## src/rtl/key_event_fsm.sv

```systemverilog
// key_event_fsm
// Classifies a debounced, active-low key into one-cycle gesture pulses:
// single click, double click, long press and auto-repeat while a long press
// is held. A running 8-bit count of every pulse emitted is also kept.
//
// Ports
//   clk       in   system clock
//   rst       in   synchronous, active-high reset
//   key_in    in   debounced key level, 0 = pressed
//   single_o  out  one-cycle pulse, single click
//   double_o  out  one-cycle pulse, double click
//   long_o    out  one-cycle pulse, long-press threshold reached
//   repeat_o  out  one-cycle pulse, periodic repeat while a long press is held
//   busy_o    out  high while a gesture is in progress
//   evt_cnt   out  running count of emitted pulses, wraps 255 -> 0
module key_event_fsm #(
  parameter int unsigned LONG_CYC   = 50_000_000,
  parameter int unsigned GAP_CYC    = 12_500_000,
  parameter int unsigned REPEAT_CYC = 10_000_000,
  parameter int unsigned CNT_W      = 26
) (
  input  logic       clk,
  input  logic       rst,
  input  logic       key_in,
  output logic       single_o,
  output logic       double_o,
  output logic       long_o,
  output logic       repeat_o,
  output logic       busy_o,
  output logic [7:0] evt_cnt
);

  localparam logic [2:0] ARM       = 3'd0;
  localparam logic [2:0] IDLE      = 3'd1;
  localparam logic [2:0] PRESS1    = 3'd2;
  localparam logic [2:0] WAIT2     = 3'd3;
  localparam logic [2:0] PRESS2    = 3'd4;
  localparam logic [2:0] LONG_HOLD = 3'd5;

  localparam logic [CNT_W-1:0] LONG_LAST = CNT_W'(LONG_CYC - 1);
  localparam logic [CNT_W-1:0] GAP_LAST  = CNT_W'(GAP_CYC - 1);
  localparam logic [CNT_W-1:0] REP_LAST  = CNT_W'(REPEAT_CYC - 1);

  logic             key_q;       // 1 = pressed
  logic [2:0]       state_q, state_d;
  logic [CNT_W-1:0] cnt_q, cnt_d;
  logic             single_q, single_d;
  logic             double_q, double_d;
  logic             long_q, long_d;
  logic             repeat_q, repeat_d;
  logic             busy_q, busy_d;
  logic [7:0]       evt_q, evt_d;

  always_comb begin
    state_d  = state_q;
    cnt_d    = cnt_q;
    single_d = 1'b0;
    double_d = 1'b0;
    long_d   = 1'b0;
    repeat_d = 1'b0;
    unique case (state_q)
      // Leaves ARM only once the key is seen released, so a key held through
      // reset cannot start a gesture.
      ARM: begin
        if (!key_q) begin
          state_d = IDLE;
          cnt_d   = '0;
        end
      end
      IDLE: begin
        if (key_q) begin
          state_d = PRESS1;
          cnt_d   = '0;
        end
      end
      PRESS1: begin
        if (!key_q) begin
          state_d = WAIT2;
          cnt_d   = '0;
        end else if (cnt_q == LONG_LAST) begin
          state_d = LONG_HOLD;
          cnt_d   = '0;
          long_d  = 1'b1;
        end else begin
          cnt_d = cnt_q + 1'b1;
        end
      end
      // Release after a long press is silent; otherwise repeat periodically.
      LONG_HOLD: begin
        if (!key_q) begin
          state_d = IDLE;
          cnt_d   = '0;
        end else if (cnt_q == REP_LAST) begin
          cnt_d    = '0;
          repeat_d = 1'b1;
        end else begin
          cnt_d = cnt_q + 1'b1;
        end
      end
      // A press landing on the timeout cycle still wins and becomes PRESS2.
      WAIT2: begin
        if (key_q) begin
          state_d = PRESS2;
          cnt_d   = '0;
        end else if (cnt_q == GAP_LAST) begin
          state_d  = IDLE;
          cnt_d    = '0;
          single_d = 1'b1;
        end else begin
          cnt_d = cnt_q + 1'b1;
        end
      end
      // Untimed: the second press may be held indefinitely.
      PRESS2: begin
        if (!key_q) begin
          state_d  = IDLE;
          cnt_d    = '0;
          double_d = 1'b1;
        end
      end
      default: begin
        state_d = ARM;
        cnt_d   = '0;
      end
    endcase
  end

  always_comb begin
    busy_d = (state_d == PRESS1) || (state_d == WAIT2) ||
             (state_d == PRESS2) || (state_d == LONG_HOLD);
    // Pulses are mutually exclusive, so a single increment covers any of them.
    evt_d  = evt_q + 8'(single_d | double_d | long_d | repeat_d);
  end

  always_ff @(posedge clk) begin
    if (rst) begin
      key_q    <= 1'b1;
      state_q  <= ARM;
      cnt_q    <= '0;
      single_q <= 1'b0;
      double_q <= 1'b0;
      long_q   <= 1'b0;
      repeat_q <= 1'b0;
      busy_q   <= 1'b0;
      evt_q    <= '0;
    end else begin
      key_q    <= ~key_in;
      state_q  <= state_d;
      cnt_q    <= cnt_d;
      single_q <= single_d;
      double_q <= double_d;
      long_q   <= long_d;
      repeat_q <= repeat_d;
      busy_q   <= busy_d;
      evt_q    <= evt_d;
    end
  end

  assign single_o = single_q;
  assign double_o = double_q;
  assign long_o   = long_q;
  assign repeat_o = repeat_q;
  assign busy_o   = busy_q;
  assign evt_cnt  = evt_q;

endmodule

```

## config.mk

```make
export PLATFORM = sky130hd
export DESIGN_NAME = key_event_fsm
export DESIGN_NICKNAME = d
export VERILOG_FILES = /design/src/rtl/key_event_fsm.sv
export SDC_FILE = /design/constraint.sdc
export NUM_CORES = 1
export LEC_CHECK = 0
export CORE_UTILIZATION = 45
export CTS_CLUSTER_DIAMETER = 200
export CTS_CLUSTER_SIZE = 20
export DETAILED_ROUTE_END_ITERATION = 12
export PLACE_DENSITY = 0.66
export SYNTH_ARGS = -nofsm -noshare
export SYNTH_HDL_FRONTEND = slang
export SYNTH_SLANG_ARGS = --single-unit
```

## constraint.sdc

```tcl
create_clock -name clk -period 3.2 [get_ports clk]
set_clock_uncertainty 0.2 [all_clocks]
set_input_delay 0.32 -clock clk [delete_from_list [all_inputs] [get_ports clk]]
set_output_delay 0.32 -clock clk [all_outputs]
set_load 0.01 [all_outputs]
```

# Word-level counts from Yosys, hierarchy flattened
# Index checks and enable logic that the tools add are counted.
# totals
reg_bits	43
latch_bits	0
mem_bits_rw	0
romBits	0
inputBits	3
out_inout_bits	13
wordCells	63
memories	0
# op_classes
n_addsub	2
mul	0
n_div	0
n_lt_le_gt_ge	0
n_eq_ne	14
shift	0
n_mux	27
n_bitwise	4
n_reduce_logical	7
# ops
cell	n
$mux 26	8
$pmux 26 s5	1
$eq 26x24->1 const B	2
$add 26x1->26 const B	1
$eq 26x26->1 const B	1
$mux 3	6
$eq 3x2->1 const B	4
$eq 3x3->1 const B	4
$pmux 3 s4	1
$mux 1	11
$add 8x1->8	1
$ne 2x2->1 const B	2
$eq 3x1->1 const B	1
$logic_not 3->1	1
$logic_or 1x1->1	3
$or 1x1->1	3
$reduce_or 3->1	1
$reduce_and 2->1	1
$reduce_or 2->1	1
$not 1->1	1

# Depth between registers and ports, before layout
# depth
ltp_word	8
ltp_mapped	12

# Worst setup path after synthesis
# No wires, ideal clock.
# synth_path
kind	register -> register
start	register cnt_q[14]
end	register cnt_q[6]
setup_ns	0.117
t_arrival_ns	2.229
required_ns	2.883
setup_slack_ns	0.654
path_stages_with_launch	9
synth_period_minus_slack_ns	2.546
cell_sequence	dfxtp_1 -> buf_6 -> or4b_1 -> or4_4 -> nor4_4 -> o31ai_2 -> buf_6 -> a21o_1 -> a22o_1
# synth_between
elab_chain_len	4
word_cells_on_any_way	10
classes_between	3 x eq/ne; 7 x mux
# synth_lines
item	line	rtl
start: declaration	46	logic [CNT_W-1:0] cnt_q, cnt_d;
start signal: assignment	149	cnt_q <= cnt_d;
$eq 26x24->1 (tied with other cells)	105	end else if (cnt_q == GAP_LAST) begin
$mux 26 (on tied branches)	105, 80, 93	
$mux 26 (on tied branches)	102, 77, 90	
$pmux 26 s5 (*)	61	unique case (state_q)
# Mark *: on every way between the ends. The rest lies on a longest branch, timed or not.
# A chain may end at the register's enable or synchronous reset.

# Final worst setup path
# layout_path
start	register cnt_q[0]
end	register cnt_q[21]
# layout_between
elab_chain_len	4
word_cells_on_any_way	11
classes_between	1 x add/sub; 3 x eq/ne; 7 x mux
# layout_lines
item	line
$add 26x1->26 (tied with other cells)	85, 97, 110
$mux 26 (on tied branches)	105, 80, 93
$mux 26 (on tied branches)	102, 77, 90
$pmux 26 s5 (*)	61
# Marked as above.

==> tab_implementation.tex <==
\begin{tabular}{lr}
\hline
Metric & Value \\
\hline
\multicolumn{2}{l}{\textbf{Worst setup path}} \\
\quad Peak fanout along the critical path & 12 \\
\quad Capturing element of the worst setup path & cnt\_q[21] \\
\quad Length in cells of the worst reg-to-reg path & 8 \\
\quad Crit path kind & reg -> reg \\
\quad CP startpoint kind & register \\
\quad Reg2reg end & cnt\_q[21] \\
\quad Worst setup startpoint & cnt\_q[0] \\
\quad FF-to-FF setup slack & 0.43 ns \\
\quad Worst EP required & 3.20 ns \\
\quad Endpoint type of the worst setup path & register \\
\quad Worst Path Arrival & 2.76 ns \\
\quad Beginning of the worst register-to-register path & cnt\_q[0] \\
\multicolumn{2}{l}{\textbf{Timing}} \\
\quad Headroom to the max-slew limit & 47.32\% \\
\quad Final Hold Viols & 0 \\
\quad Period utilisation layout & 86.44\% \\
\quad Shortest period the worst path allows & about 2.8 ns \\
\quad Peak clock frequency supported by timing & 361.5 MHz \\
\quad Final-layout setup total negative slack & 0 ns \\
\quad Crit path setup slack, layout & between 0.4 and 0.5 ns \\
\quad Number of slew-limit violations in the final report & 0 \\
\quad Setup violation total in the final timing report & 0 \\
\quad Worst-margin pin slew & 0.7855 ns \\
\quad Worst hold margin & 0.3003 ns \\
\quad RSZ-0062 raised after global routing & no \\
\multicolumn{2}{l}{\textbf{Clocking}} \\
\quad Worst-Skew Late Latency & 0.30 ns \\
\quad Clock slew seen by the registers of the worst setup and hold paths & 0.09 ns \\
\quad Hold Buf Count CTS & 0 \\
\quad CTS sink count & 43 \\
\quad TritonCTS clock tree & built \\
\quad Clock Tree Root & sky130\_fd\_sc\_hd\_\_clkbuf\_8 \\
\quad Post-CTS setup-driven buffer insertion count & 0 \\
\quad CTS max path bufs & 2 \\
\quad Htree depth & 2 \\
\quad Post-cts gate resize count & 0 \\
\quad Number of clock buffers inserted by TritonCTS & 5 \\
\multicolumn{2}{l}{\textbf{Power}} \\
\quad Power per unit of standard cell area & between 300 and 400 nW/um\^{}2 \\
\quad Maximum ir drop on the vdd rail & 0.1624 mV \\
\quad Share of total power in sequential cells & 56.4\% \\
\quad Share of total power in combinational logic & 6.4\% \\
\quad Leak Pwr & 0.8770 nW \\
\quad Clock share of power & 37.2\% \\
\quad Net switching power of the design & 0.0002498 W \\
\quad Internal cell power & 0.0007209 W \\
\quad Sw Share & 25.74\% \\
\multicolumn{2}{l}{\textbf{Placement}} \\
\quad Routability-driven placement congestion ratio & 0.8975 \\
\quad Port-buffer cells & 15 \\
\quad Estimated wirelength of the detail-placed design & $\sim$3600 um \\
\quad DP Worst Slack & 0.4503 ns \\
\quad Placed Cells incl. Taps & between 300 and 400 \\
\multicolumn{2}{l}{\textbf{Run}} \\
\quad MaxCap Viol Count & 0 \\
\multicolumn{2}{l}{\textbf{Yosys}} \\
\quad Proportion of register bits with asynchronous set or reset after synthesis & 0\% \\
\quad Synthesized area & approximately 2200 um\^{}2 \\
\quad Synthesized Nets & 278 \\
\quad Mapped Avg Cell Area & about 8.2 um\^{}2 \\
\quad Primary flip-flop cell chosen by synthesis mapping & sky130\_fd\_sc\_hd\_\_dfxtp\_1 \\
\quad EDFF count, synth & 0 \\
\quad Unique cell type count in the Yosys netlist & 52 \\
\quad Share of synthesized area occupied by flip-flops and latches & 38.54\% \\
\quad Synthesis warning total & 0 \\
\quad Post-Synthesis Cells & approximately 270 \\
\quad Register bit total from synthesis & 43 \\
\multicolumn{2}{l}{\textbf{Cells and area}} \\
\quad Fillers & 469 \\
\quad Most frequent cells in the layout & 43 x sky130\_fd\_sc\_hd\_\_dfxtp\_1, 31 x sky130\_fd\_sc\_hd\_\_nor2\_1, 24 x sky130\_fd\_sc\_hd\_\_nand2\_1 \\
\quad Number of antenna repair diodes & 0 \\
\quad Net count reported at finish & 295 \\
\quad Most common library cell in the layout ignoring fill and taps & sky130\_fd\_sc\_hd\_\_dfxtp\_1 \\
\quad Final cell count without fillers & 357 \\
\quad Fraction of layout cells with a size suffix above 1 & 7.586\% \\
\quad Layout area overhead & 14.23\% \\
\multicolumn{2}{l}{\textbf{Drt}} \\
\quad Post-route antenna net violation count & 0 \\
\quad Final Routed Wirelength & 4902 um \\
\quad Vias & 1983 \\
\quad DRC viols & 0 \\
\quad Via-per-instance ratio & 5.555 \\
\quad First drt pass iteration count & 4 \\
\quad Detailed Route Iter0 Violations & 165 \\
\quad Avg WL per Cell & roughly 14 um \\
\multicolumn{2}{l}{\textbf{Hold path}} \\
\quad Class of the worst hold path & in -> reg \\
\multicolumn{2}{l}{\textbf{Floorplan}} \\
\quad Width of the chip & between 70 and 80 um \\
\quad Number of placement rows & 25 \\
\quad Placeable core region & 4755 um\^{}2 \\
\quad Die Footprint & approximately 5200 um\^{}2 \\
\quad DIE HEIGHT & 72.45 um \\
\quad Initial Util & 46.97\% \\
\quad Boundary pin count & 16 \\
\multicolumn{2}{l}{\textbf{Global routing}} \\
\quad Remaining global-route overflow & 0 \\
\quad Largest net degree at the start of global routing & 19 \\
\quad GR Util All Layers & 20.67\% \\
\quad Vias in the first global route & around 1800 \\
\quad First-pass GRT wire length & 8452 um \\
\quad Number of antenna violations at the first check in global routing & 0 \\
\multicolumn{2}{l}{\textbf{Status}} \\
\quad Run status & finished, final reports clean \\
\hline
\end{tabular}
cells in the mapped netlist (2+ instances only):
library cell	number	share of area [%]
sky130_fd_sc_hd__nand2_1	24	4.0
sky130_fd_sc_hd__o21ai_0	4	0.90
sky130_fd_sc_hd__or4_1	3	1.0
sky130_fd_sc_hd__and3_1	8	2.2
sky130_fd_sc_hd__dfxtp_1	43	39
sky130_fd_sc_hd__nor4b_1	2	0.78
sky130_fd_sc_hd__inv_1	6	1.0
sky130_fd_sc_hd__ha_1	3	1.7
sky130_fd_sc_hd__o21ai_1	4	0.90
sky130_fd_sc_hd__a22o_1	3	1.2
sky130_fd_sc_hd__or4b_1	2	0.90
sky130_fd_sc_hd__nand2b_1	8	2.2
sky130_fd_sc_hd__a31oi_1	7	2.0
sky130_fd_sc_hd__a21oi_1	14	3.1
sky130_fd_sc_hd__xor2_1	5	2.0
sky130_fd_sc_hd__nand4_1	7	2.0
sky130_fd_sc_hd__xnor2_1	8	3.1
sky130_fd_sc_hd__nand3_1	19	4.3
sky130_fd_sc_hd__a21o_1	4	1.3
sky130_fd_sc_hd__nand4b_1	2	0.78
sky130_fd_sc_hd__nor2_1	31	5.2
sky130_fd_sc_hd__nor2b_1	5	1.4
sky130_fd_sc_hd__nor3b_1	2	0.67
sky130_fd_sc_hd__and4_1	3	1.2
sky130_fd_sc_hd__buf_6	2	1.0
sky130_fd_sc_hd__clkbuf_1	8	1.3
sky130_fd_sc_hd__and2_1	5	1.4
sky130_fd_sc_hd__nor4_1	10	2.8
sky130_fd_sc_hd__nor3_1	7	1.6
worst max-delay path: stages, from the launching register on:
cell                       delay [ns]
sky130_fd_sc_hd__dfxtp_1         0.41
sky130_fd_sc_hd__ha_1            0.25
sky130_fd_sc_hd__nand4_1         0.21
sky130_fd_sc_hd__nor4_1          0.61
sky130_fd_sc_hd__a2111o_1        0.25
sky130_fd_sc_hd__o31ai_2         0.17
sky130_fd_sc_hd__buf_4           0.23
sky130_fd_sc_hd__a21o_1          0.16
sky130_fd_sc_hd__a22o_1          0.17
stage by stage:
step	instance area [um^2]	utilization [%]	total power [W]
after floorplan	2233	-	0.0006016
after global placement	2459	51.71	0.0006208
after detailed placement	2459	51.71	0.0006215
after CTS	2551	53.66	0.0009821
after global routing	2551	53.66	0.001011
final	2551	53.66	0.0009707
worst min-delay path by stage:
stage	to	cells past startpoint	startpoint	slack (ns)
2_1_floorplan	key_q	1	key_in	0.19
3_3_place_gp	cnt_q[25]	1	cnt_q[25]	0.28
3_5_place_dp	cnt_q[25]	1	cnt_q[25]	0.29
4_1_cts	key_q	2	key_in	0.30
5_1_grt	key_q	2	key_in	0.31
6_report	key_q	2	key_in	0.30
sequential cells by signal (all words and copies together), names as in the netlist:
register  cells
busy_o        1
repeat_o      1
cnt_q        26
state_q       3
evt_cnt       8
single_o      1
double_o      1
long_o        1
key_q         1
power groups by stage:
stage	clock [W]	combinational (W)	sequential, W
after floorplan	0	0.0000450	0.000557
after global placement	0	0.0000609	0.000560
after detailed placement	0	0.0000616	0.000560
after CTS	0.000373	0.0000617	0.000547
after global routing	0.000393	0.0000688	0.000549
final	0.000361	0.0000619	0.000548
layout make-up:
cell class	count	area, um^2	share of cell area [%]
timing repair buffer	22	202.7	7.945
inverter	6	22.52	0.8828
tap	67	83.83	3.286
clock inverter	3	23.77	0.9318
clock buffer	5	68.82	2.697
sequential	43	860.8	33.74
multi-input combinational	211	1289	50.52
logic make-up (layout without fill, tap and decap cells):
group | after synthesis | in the layout | synth area share [%]
adder cells (fa/ha/maj) | 3 | 3 | 1.681
multiplexers | 2 | 2 | 0.9524
XOR/XNOR | 13 | 13 | 5.098
AND/OR/NAND/NOR | 146 | 146 | 36.02
AO/OA/AOI/OAI | 47 | 47 | 13.95
buffers and inverters | 18 | 36 | 3.753
flip-flops | 43 | 43 | 38.54
per-layer routing:
layer  share of wire [%]  GRT usage, %
met1                  50         28.41
met5                   0             0
met3                 5.2         4.167
met4                 1.1         6.536
met2                  44         32.50
No activity file was read; power rests on OpenSTA's default activity.
==> RTL change, RTL diff (same settings) <==
Remove the register `long_q`: a continuous assignment takes its place, so the output `long_o` follows one clock earlier.
--- a/src/rtl/key_event_fsm.sv
+++ b/src/rtl/key_event_fsm.sv
@@ -140,5 +140,4 @@
       single_q <= 1'b0;
       double_q <= 1'b0;
-      long_q   <= 1'b0;
       repeat_q <= 1'b0;
       busy_q   <= 1'b0;
@@ -150,5 +149,4 @@
       single_q <= single_d;
       double_q <= double_d;
-      long_q   <= long_d;
       repeat_q <= repeat_d;
       busy_q   <= busy_d;
@@ -156,4 +154,6 @@
     end
   end
+
+  assign long_q = long_d;
 
   assign single_o = single_q;
Function: same outputs for any inputs over 10 cycles, from zero or initial values and one cycle with rst high; that may be too few to reach the edited logic, so the function may still have changed.
==> RTL change against the unedited design <==
Critical endpoint is now long_o. Final cell count rose by 1.1%. Design area rose by 1.4%. Sequential share of layout area fell by 1.2 points. Register-to-register slack got worse by 150 ps. Total power fell by 1.2%. Setup slack got worse by 190 ps. Sequential cell count fell by 1. Area after synthesis fell by 0.62%. Routed wire length rose by 6.0%.
==> RTL change: results (changes against the unedited design) <==
- Reg2reg setup slack: 280 ps (-150 ps)
- Peak supply drop: 307 uV (+89%)
- Length in cells of the worst reg-to-reg path: 11 (+3)
- Maximum fanout count along the critical path: 6 (-6)
- Layout cell share with drive strength beyond 1: 0.0986 (+0.0228)
- Status: completed
- Internal Dissipation: 728 uW (+0.94%)
- Vias in the first global route: 1,872 (+4.2%)
- Worst Hold End: cnt_q[6]$_SDFFE_PP0P_
- Data arrival time of the worst path: 2440 ps (-320 ps)
- Synthesized Nets: 278 (unchanged)
- Number of distinct standard cells referenced by the synthesized netlist: 53 (+1.9%)
- Global Route met1 Usage: 0.294 (+0.00949)
- Met3 Use GR: 0.0431 (+0.00139)
- Transition time of the tightest slew-check pin: 1070 ps (+281 ps)
- Synth async-reset ratio: 0 (unchanged)
- 1st-iter DRT viols: 105 (-36%)
- DR pass1 iterations: 5 (+1)
- Worst hold-check path type: reg2reg
- Most frequent cells after synthesis: dfxtp_1 (42), nor2_1 (38), nand2_1 (26), nand3_1 (19)
- Sum of net half-perimeters after detailed placement: 3770 microns (+5.3%)
- Number of vias in the routed layout: 2,041 (+2.9%)
- Routability Congestion: 0.921 (+2.6%)
- Static Leak: 0.869 nW (-0.87%)
- R2r endpoint: evt_cnt[7]$_SDFF_PP0_
- Pre-CTS setup slack: 327 ps (-124 ps)
- Total count of hold-check failures in the final report: 0 (unchanged)
- Top area cells in the synthesized netlist: dfxtp_1 (38%), nor2_1 (6.4%), xor2_1 (4.7%), nand2_1 (4.4%), nand3_1 (4.3%)
- Final Net Count: 299 (+1.4%)
- Number of flip-flops in the largest register: 26 (unchanged)
- Portion of the post-synthesis area used by sequential elements: 0.379 (-0.00663)
- Largest register by flop count: cnt_q
- Routed WL per cell: 14.4 microns (+4.8%)
==> RTL change: area by class of cell <==
cell class / instances / area, sq um
Multi-Input combinational cell: 215 / 1330
Sequential cell: 42 / 841
Clock inverter: 2 / 12.5
Tap cell: 67 / 83.8
Timing Repair Buffer: 25 / 225
Fill cell: 450 / 2140
Clock buffer: 6 / 82.6
Inverter: 4 / 15.0
==> RTL change: worst max path at each step <==
stage                           start                endpoint  slack (ps)  depth (start not counted)
5_1_grt         cnt_q[0]$_SDFFE_PP0P_                  long_o          50                          6
3_5_place_dp   cnt_q[17]$_SDFFE_PP0P_  cnt_q[23]$_SDFFE_PP0P_         330                          6
2_1_floorplan   cnt_q[8]$_SDFFE_PP0P_   evt_cnt[5]$_SDFF_PP0_         320                         11
6_report        cnt_q[0]$_SDFFE_PP0P_                  long_o         240                          6
3_3_place_gp    cnt_q[0]$_SDFFE_PP0P_   evt_cnt[7]$_SDFF_PP0_         390                         11
4_1_cts        cnt_q[17]$_SDFFE_PP0P_                  long_o         170                          5
==> RTL change: critical path, stage by stage (launching register included) <==
cell and delay, ps:
dfxtp_1 410, ha_1 240, nand4_1 310, nor3b_1 360, nand2_1 90, nor2_1 170
clkdlybuf4s50_1 560
==> RTL change: per-layer routing <==
metal  routed length [microns]  share of wire
met4                        36         0.0069
met3                       334          0.064
met2                      2310           0.44
met1                      2520           0.48
met5                         0              0
==> RTL change: power groups by stage <==
stage,clock network [mW],registers (mW),logic [mW]
detailed placement,0,0.548,0.0704
CTS,0.365,0.535,0.0706
floorplan,0,0.545,0.0491
finish,0.353,0.536,0.0706
global placement,0,0.548,0.0698
global route,0.386,0.537,0.0770
==> RTL change: cell families (layout without fill, tap and decap cells) <==
group	Yosys count	count (layout)	share of synthesized area
buffers and inverters	15	37	0.0265
multiplexers	1	1	0.00451
adder cells (fa/ha/maj)	3	3	0.0169
AO/OA/AOI/OAI	48	48	0.157
XOR/XNOR	17	17	0.0671
AND/OR/NAND/NOR	146	146	0.349
flip-flops	42	42	0.379
==> RTL change: repair_timing <==
| action | in CTS | in global routing |
|---|---|---|
| gates resized for setup | 0 | 1 |
| hold endpoints to repair | 0 | 0 |
| buffers inserted | 0 | 0 |
| endpoints found under the setup margin | 0 | 1 |
==> RTL change: per-stage QoR <==
step | area (sq um) | std cells | hold slack [ps]
finish | 2590 | 361 | 316
global route | 2590 | 361 | 333
CTS | 2580 | 361 | 316
detailed placement | 2480 | 353 | 304
global placement | 2480 | 353 | 290
floorplan | 2220 | 272 | 194
